**src/rtl/prog_loader_m.sv**
```systemverilog
// prog_loader_m: boot-time program loader. It streams bytes into memory from
// address 0 and holds the CPU in reset while loading. It then releases the CPU
// and counts run clocks until the CPU halts.
// Optional build macro: PROG_LOADER_FILL_EN. When defined, memory past the end
// of the program is zero-filled before the CPU is released.
module prog_loader_m #(
  parameter int DW = 8,
  parameter int AW = 5,
  parameter int CW = 16
) (
  input  logic          clk,
  input  logic          rst_,
  input  logic          start,
  input  logic [DW-1:0] in_data,
  input  logic          in_valid,
  input  logic          in_last,
  output logic          in_ready,
  output logic [AW-1:0] mem_addr,
  output logic [DW-1:0] mem_data,
  output logic          mem_wr,
  output logic          cpu_rst_,
  input  logic          halt,
  output logic          busy,
  output logic          done,
  output logic          error,
  output logic [CW-1:0] run_cycles
);

  typedef enum logic [2:0] {
    S_IDLE = 3'd0,
    S_LOAD = 3'd1,
`ifdef PROG_LOADER_FILL_EN
    S_FILL = 3'd2,
`endif
    S_RUN  = 3'd3,
    S_DONE = 3'd4
  } state_t;

  // Pointer carries one extra bit so "memory completely written" is ptr[AW].
  localparam logic [AW:0] LAST_ADDR = {1'b0, {AW{1'b1}}};

  state_t      state, state_nx;
  logic [AW:0] ptr;
  logic        term;      // terminating beat accepted, its write is in flight
  logic        term_ovf;  // that terminating beat was an overflow
  logic        accept;
  logic        start_ok;

  assign accept   = in_valid && in_ready;
  assign start_ok = start && (state == S_IDLE || state == S_DONE);

  // State register.
  always_ff @(posedge clk or negedge rst_) begin
    if (!rst_) state <= S_IDLE;
    else       state <= state_nx;
  end

  // Next state, handshake ready and busy decode.
  always_comb begin
    state_nx = state;
    in_ready = (state == S_LOAD) && !term;
    busy     = (state == S_LOAD) || (state == S_RUN);
`ifdef PROG_LOADER_FILL_EN
    busy     = busy || (state == S_FILL);
`endif
    case (state)
      S_IDLE, S_DONE: if (start) state_nx = S_LOAD;
      // Leave LOAD only after the terminating beat's write cycle.
      S_LOAD: if (term) begin
        if (term_ovf)     state_nx = S_IDLE;
`ifdef PROG_LOADER_FILL_EN
        else if (!ptr[AW]) state_nx = S_FILL;
`endif
        else              state_nx = S_RUN;
      end
`ifdef PROG_LOADER_FILL_EN
      // The last zero write is issued on the edge that sets ptr[AW]. Wait one
      // more cycle so that write lands before the CPU comes out of reset.
      S_FILL: if (ptr[AW]) state_nx = S_RUN;
`endif
      S_RUN:  if (halt) state_nx = S_DONE;
      default: state_nx = S_IDLE;
    endcase
  end

  // Datapath: memory write port, pointer, status flags and run counter.
  always_ff @(posedge clk or negedge rst_) begin
    if (!rst_) begin
      mem_wr     <= 1'b0;
      mem_addr   <= '0;
      mem_data   <= '0;
      cpu_rst_   <= 1'b0;
      done       <= 1'b0;
      error      <= 1'b0;
      run_cycles <= '0;
      ptr        <= '0;
      term       <= 1'b0;
      term_ovf   <= 1'b0;
    end else begin
      mem_wr   <= 1'b0;
      // Registered from next state so cpu_rst_ drops on the restart edge.
      cpu_rst_ <= (state_nx == S_RUN) || (state_nx == S_DONE);
      done     <= (state_nx == S_DONE);
      if (start_ok) begin
        ptr        <= '0;
        term       <= 1'b0;
        term_ovf   <= 1'b0;
        error      <= 1'b0;
        run_cycles <= '0;
      end
      if (accept) begin
        mem_wr   <= 1'b1;
        mem_addr <= ptr[AW-1:0];
        mem_data <= in_data;
        ptr      <= ptr + (AW+1)'(1);
        term     <= in_last || (ptr == LAST_ADDR);
        term_ovf <= !in_last && (ptr == LAST_ADDR);
      end
      if (state == S_LOAD && term && term_ovf) error <= 1'b1;
`ifdef PROG_LOADER_FILL_EN
      if (state == S_FILL && !ptr[AW]) begin
        mem_wr   <= 1'b1;
        mem_addr <= ptr[AW-1:0];
        mem_data <= '0;
        ptr      <= ptr + (AW+1)'(1);
      end
`endif
      // The halting clock is not counted; the counter saturates.
      if (state == S_RUN && !halt && run_cycles != {CW{1'b1}})
        run_cycles <= run_cycles + CW'(1);
    end
  end

endmodule
```
**config.mk**
```make
export PLATFORM = sky130hd
export DESIGN_NAME = prog_loader_m
export DESIGN_NICKNAME = d
export VERILOG_FILES = /design/src/rtl/prog_loader_m.sv
export SDC_FILE = /design/constraint.sdc
export NUM_CORES = 1
export LEC_CHECK = 0
export ABC_AREA = 1
export CAP_MARGIN = 5
export CORE_ASPECT_RATIO = 1.5
export CORE_UTILIZATION = 30
export CTS_CLUSTER_DIAMETER = 120
export DETAILED_ROUTE_END_ITERATION = 12
export GPL_TIMING_DRIVEN = 0
export SLEW_MARGIN = 10
export SYNTH_ARGS = -nofsm -noshare
export SYNTH_HDL_FRONTEND = slang
export SYNTH_SLANG_ARGS = --single-unit
```
**constraint.sdc**
```tcl
create_clock -name clk -period 1.8 [get_ports clk]
set_clock_uncertainty 0.1 [all_clocks]
set_input_delay 0.36 -clock clk [delete_from_list [all_inputs] [get_ports clk]]
set_output_delay 0.36 -clock clk [all_outputs]
set_load 0.02 [all_outputs]
```
# --- Word-level counts from Yosys, hierarchy flattened ---
# Index checks and enable logic that the tools add are counted.
totals:
  elab_cells: 54
  regBits: 44
  n_memories: 0
  mem_bits_ro: 0
  output_inout_bits: 35
  latchBits: 0
  ramBits: 0
classes:
  magnitude_cmp: 0
  muxes: 14
  n_reduce_logical: 20
  n_addsub: 2
  mul: 0
  n_eq_ne: 7
  shifts: 0
  div: 0
  n_bitwise: 0
ops:
  columns: ["op", "n"]
  rows:
  - ["two-way mux 16 bit", 2]
  - ["adder 16 x 1 -> 16 bit, second input constant", 1]
  - ["!= test 16 bit, second input constant", 1]
  - ["two-way mux 6 bit", 2]
  - ["two-way mux 3 bit", 3]
  - ["one-hot mux 3 bit (3 select lines)", 1]
  - ["logical AND 1 bit", 8]
  - ["adder 6 x 1 -> 6 bit, second input constant", 1]
  - ["equality test 3 x 2 -> 1 bit, second input constant", 2]
  - ["equality test 3 bit, second input constant", 2]
  - ["equality test 6 x 5 -> 1 bit, second input constant", 1]
  - ["nonzero test 2 bit", 3]
  - ["two-way mux 1 bit", 5]
  - ["logical OR 1 bit", 4]
  - ["equality test 3 x 1 -> 1 bit, second input constant", 1]
  - ["logical NOT 1 bit", 3]
  - ["logical NOT 3 bit", 1]
  - ["two-way mux 2 bit", 1]
  - ["OR reduction 2 bit", 1]

# --- Longest topological paths before layout ---
logic_depth:
  word_depth: 5
  ltp_mapped: 9
  mapped_depth_nobuf: 8

# --- Least setup slack after synthesis ---
# No wires, ideal clock.
synth_timing:
  path_kind: "register to register"
  from: "register run_cycles[0]"
  to: "register run_cycles[9]"
  slack_ps: 90
  n_path_buf: 1
  path_stages_with_launch: 10
  t_required_ps: 1583
  arrival_time_ps: 1492
  setup_time_ps: 117
  path_cell_list: "dfrtp_1 > ha_1 > nand2_2 > nor2_4 > nand2_4 > nor2_2 > nor2_4 > buf_4 > nand3_1 > nand2_1"
synth_via:
  elab_chain_len: 3
  word_cells_on_any_way: 5
  classes_between: "add/sub (1); eq/ne (1); mux (1); reduce/logical (2)"
synth_rtl:
  columns: ["item", "line_no", "source"]
  rows:
  - ["start, declared", "26", "output logic [CW-1:0] run_cycles"]
  - ["start signal, assigned", "130", "run_cycles <= run_cycles + CW'(1);"]
  - ["branches (longest 3 deep; another with adder 16 x 1 -> 16 bit)", null, null]
# Several ways; the timed one is not identified.
# A chain may end at the register's enable or synchronous reset.

# --- Final worst setup path ---
layout_timing:
  from: "register mem_addr[0]"
  to: "output mem_addr[0]"
layout_lines:
  columns: ["item", "line_no", "source"]
  rows:
  - ["start, declared", "18", "output logic [AW-1:0] mem_addr,"]
  - ["start signal, assigned", "113", "mem_addr <= ptr[AW-1:0];"]
# No word-level cell between the ends.

==> results.py <==
metrics = {
    "status": {
        "outcome": "complete, no violations",
    },
    "logic_synthesis": {
        "syn-num-nets": 296,
        "synthAdderAreaFrac": 0.0112,
        "synth_cell_types": 26,
        "synth_warnings": 0,
        "avgSynthCellArea_um2": 7.99,
        "netlist_instances": 280,
        "synth_seq_area_share": 0.492,
        "synth_area_um2": 2240,
        "ys_ff_latch": 44,
        "synth_xor_xnor_area_share": 0.00783,
        "synth_top_family_by_area": "simple AND/OR/NAND/NOR gates",
        "synth_simple_gate_area_share": 0.358,
        "synth_mux_area_frac": 0,
        "synth_compound_area_frac": 0.0699,
    },
    "cells_and_area": {
        "nFillCells": 774,
        "fin_area_um2": 3010,
        "final_common_cell": "nand2_1",
        "area_growth_pct": 34.4,
        "mostFrequentLayoutCells": "nand2_1 (94), dfrtp_1 (44), nand3_1 (34), clkdlybuf4s50_1 (28), inv_1 (24)",
        "diodes": 0,
        "drive_above_1_share": 0.114,
        "utilization": 0.416,
        "fin_nets": 356,
        "stdcell_count": 441,
    },
    "worst_setup_path": {
        "worst_path_max_delay_cell": "clkdlybuf4s50_1",
        "criticalPathCategory": "reg -> out",
        "crit_chain": "clkdlybuf4s50_1",
        "critical_path_arrival_ns": 1.29,
        "critPathCaptureType": "output port",
        "cp.required_ns": 1.34,
        "crit_fanout": 2,
        "rrSetupSlack_ns": 0.12,
        "cpLargestDelayFamily": "buffers and inverters",
        "critPathBufInv": 1,
        "start_kind": "flip-flop",
        "cpPeakStageDelay_ns": 0.62,
    },
    "sta": {
        "slew_violations": 0,
        "fmax_ghz": 0.572,
        "relSlewSlack": 0.644,
        "finalHoldViolCount": 0,
        "finalCritPeriodShare": 0.971,
        "setup_violations": 0,
        "worst_pin_slew_ns": 0.535,
        "holdWs_ns": 0.375,
        "period_minus_slack_ns": 1.75,
    },
    "power_and_ir_drop": {
        "ir_worst_vdd_mv": 0.682,
        "power_density_nw_per_um2": 1090,
        "p_leak_nw": 1.47,
        "power_w": 0.00329,
    },
    "route": {
        "drt-total-wl_um": 5390,
        "num_vias": 2028,
        "drt_iter0_drc": 126,
        "wl_per_cell_um": 12.2,
        "ant_nets": 0,
        "post-route-drc-count": 0,
        "dr.pass1.iters": 4,
        "vias_per_cell": 4.60,
    },
    "floorplan": {
        "fp.dieArea_um2": 7810,
        "die_x_um": 72.5,
        "coreArea_um2": 7230,
        "pin_count": 49,
        "die_h_um": 108,
        "rows": 38,
        "initial_utilization": 0.310,
    },
    "clock_tree": {
        "cts_tree": "yes",
        "cts-buffers-inserted": 5,
        "htreeDepth": 2,
        "cts.reportedPaths.clkPinSlew_ns": 0.09,
        "cts_root_buf": "clkbuf_8",
        "clockBufferDepth": 2,
        "cts_sinks": 44,
        "clk_latency_ns": 0.30,
    },
    "grt": {
        "grt-ovfl-total": 0,
        "grt_usage": 0.151,
        "grt_max_degree": 31,
        "grt_pass1_vias": 1994,
        "antenna_found_initial": 0,
        "grt_pass1_wl_um": 9140,
    },
    "place": {
        "port_buffers": 48,
        "place_area_um2": 2860,
        "gp_congestion": 0.824,
        "place_inst": 429,
        "place_hpwl_um": 3940,
    },
    "worst_hold_path": {
        "hp-class": "reg -> reg",
    },
    "flow_run": {
        "maxCapViolCount": 0,
    },
}
## power by group
part	internal (W)	leakage, nW	total [W]	switching [W]
Combinational	0.000530	0.838	0.00128	0.000748
Clock	0.000312	0.0445	0.000656	0.000343
Sequential	0.00120	0.592	0.00136	0.000161
## metal layers
layer | routed length (µm) | up-vias | track usage
li1 | - | 1012 | -
met1 | 2210 | 961 | 0.171
met2 | 2840 | 49 | 0.277
met3 | 271 | 6 | 0.0328
met4 | 70 | 0 | 0.0462
met5 | 0 | - | 0
## cell usage after synthesis
library cell | number | area share
nand2_1 | 94 | 0.16
dfrtp_1 | 44 | 0.49
nand3_1 | 34 | 0.076
inv_1 | 24 | 0.040
nor2_1 | 23 | 0.039
o21ai_0 | 13 | 0.029
nor2_4 | 6 | 0.030
nand2_2 | 5 | 0.014
o21ai_1 | 5 | 0.011
buf_2 | 4 | 0.0089
nand4_1 | 4 | 0.011
o21bai_1 | 4 | 0.013
ha_1 | 2 | 0.011
nand3b_1 | 2 | 0.0067
nor2_2 | 2 | 0.0056
o31ai_1 | 2 | 0.0067
or2_2 | 2 | 0.0056
xnor2_1 | 2 | 0.0078
a21oi_1 | 1 | 0.0022
buf_4 | 1 | 0.0034
buf_6 | 1 | 0.0050
clkbuf_1 | 1 | 0.0017
inv_2 | 1 | 0.0017
nand2_4 | 1 | 0.0050
nor3_4 | 1 | 0.0073
o21ai_4 | 1 | 0.0073
## layout make-up
class / instances / area, µm² / share of cell area
Buffer: 7 / 42.5 / 0.0141
Clock buffer: 7 / 86.3 / 0.0287
Clock inverter: 1 / 7.51 / 0.00250
Inverter: 25 / 93.8 / 0.0312
Multi-Input combinational cell: 204 / 1030 / 0.342
Sequential cell: 44 / 1100 / 0.366
Tap cell: 100 / 125 / 0.0416
Timing Repair Buffer: 53 / 523 / 0.174
## stage by stage
stage / TNS [ns] / setup slack, ns
final: 0 / 0.0531
after global placement: -46.67 / -1.05
after CTS: 0 / 0.00769
after detailed placement: -0.504 / -0.115
after global routing: -0.0126 / -0.0126
after floorplan: 0 / 0.0901
## registers in the layout, summed over array words and instances (netlist names)
name        flops
done            1
term_ovf        1
error           1
run_cycles     16
ptr             6
mem_data        8
mem_wr          1
state           3
cpu_rst_        1
term            1
mem_addr        5
## cell families after synthesis
logic type | Yosys count
and+or+nand+nor | 174
DFF | 44
buffers and inverters | 32
AOI/OAI and AO/OA | 26
xor gates and xnor gates | 2
adders and majority gates | 2
## timing repair
action	CTS	global route
resized for setup	20	8
cloned	0	0
endpoints found under the setup margin	17	14
hold buffers	1	0
pin swaps	0	2
hold endpoints to repair	14	0
setup buffers	0	3
## worst paths after layout
check,end,start,cells past startpoint
min in group asynchronous,mem_addr[1],rst_,2
worst min register to register,state[1],term_ovf,1
worst min-delay path,state[1],term_ovf,1
max in group asynchronous,state[2],rst_,3
worst max register to register,run_cycles[7],run_cycles[1],9
worst max-delay path,mem_addr[0],mem_addr[0],1
No activity file was read; power rests on OpenSTA's default activity.
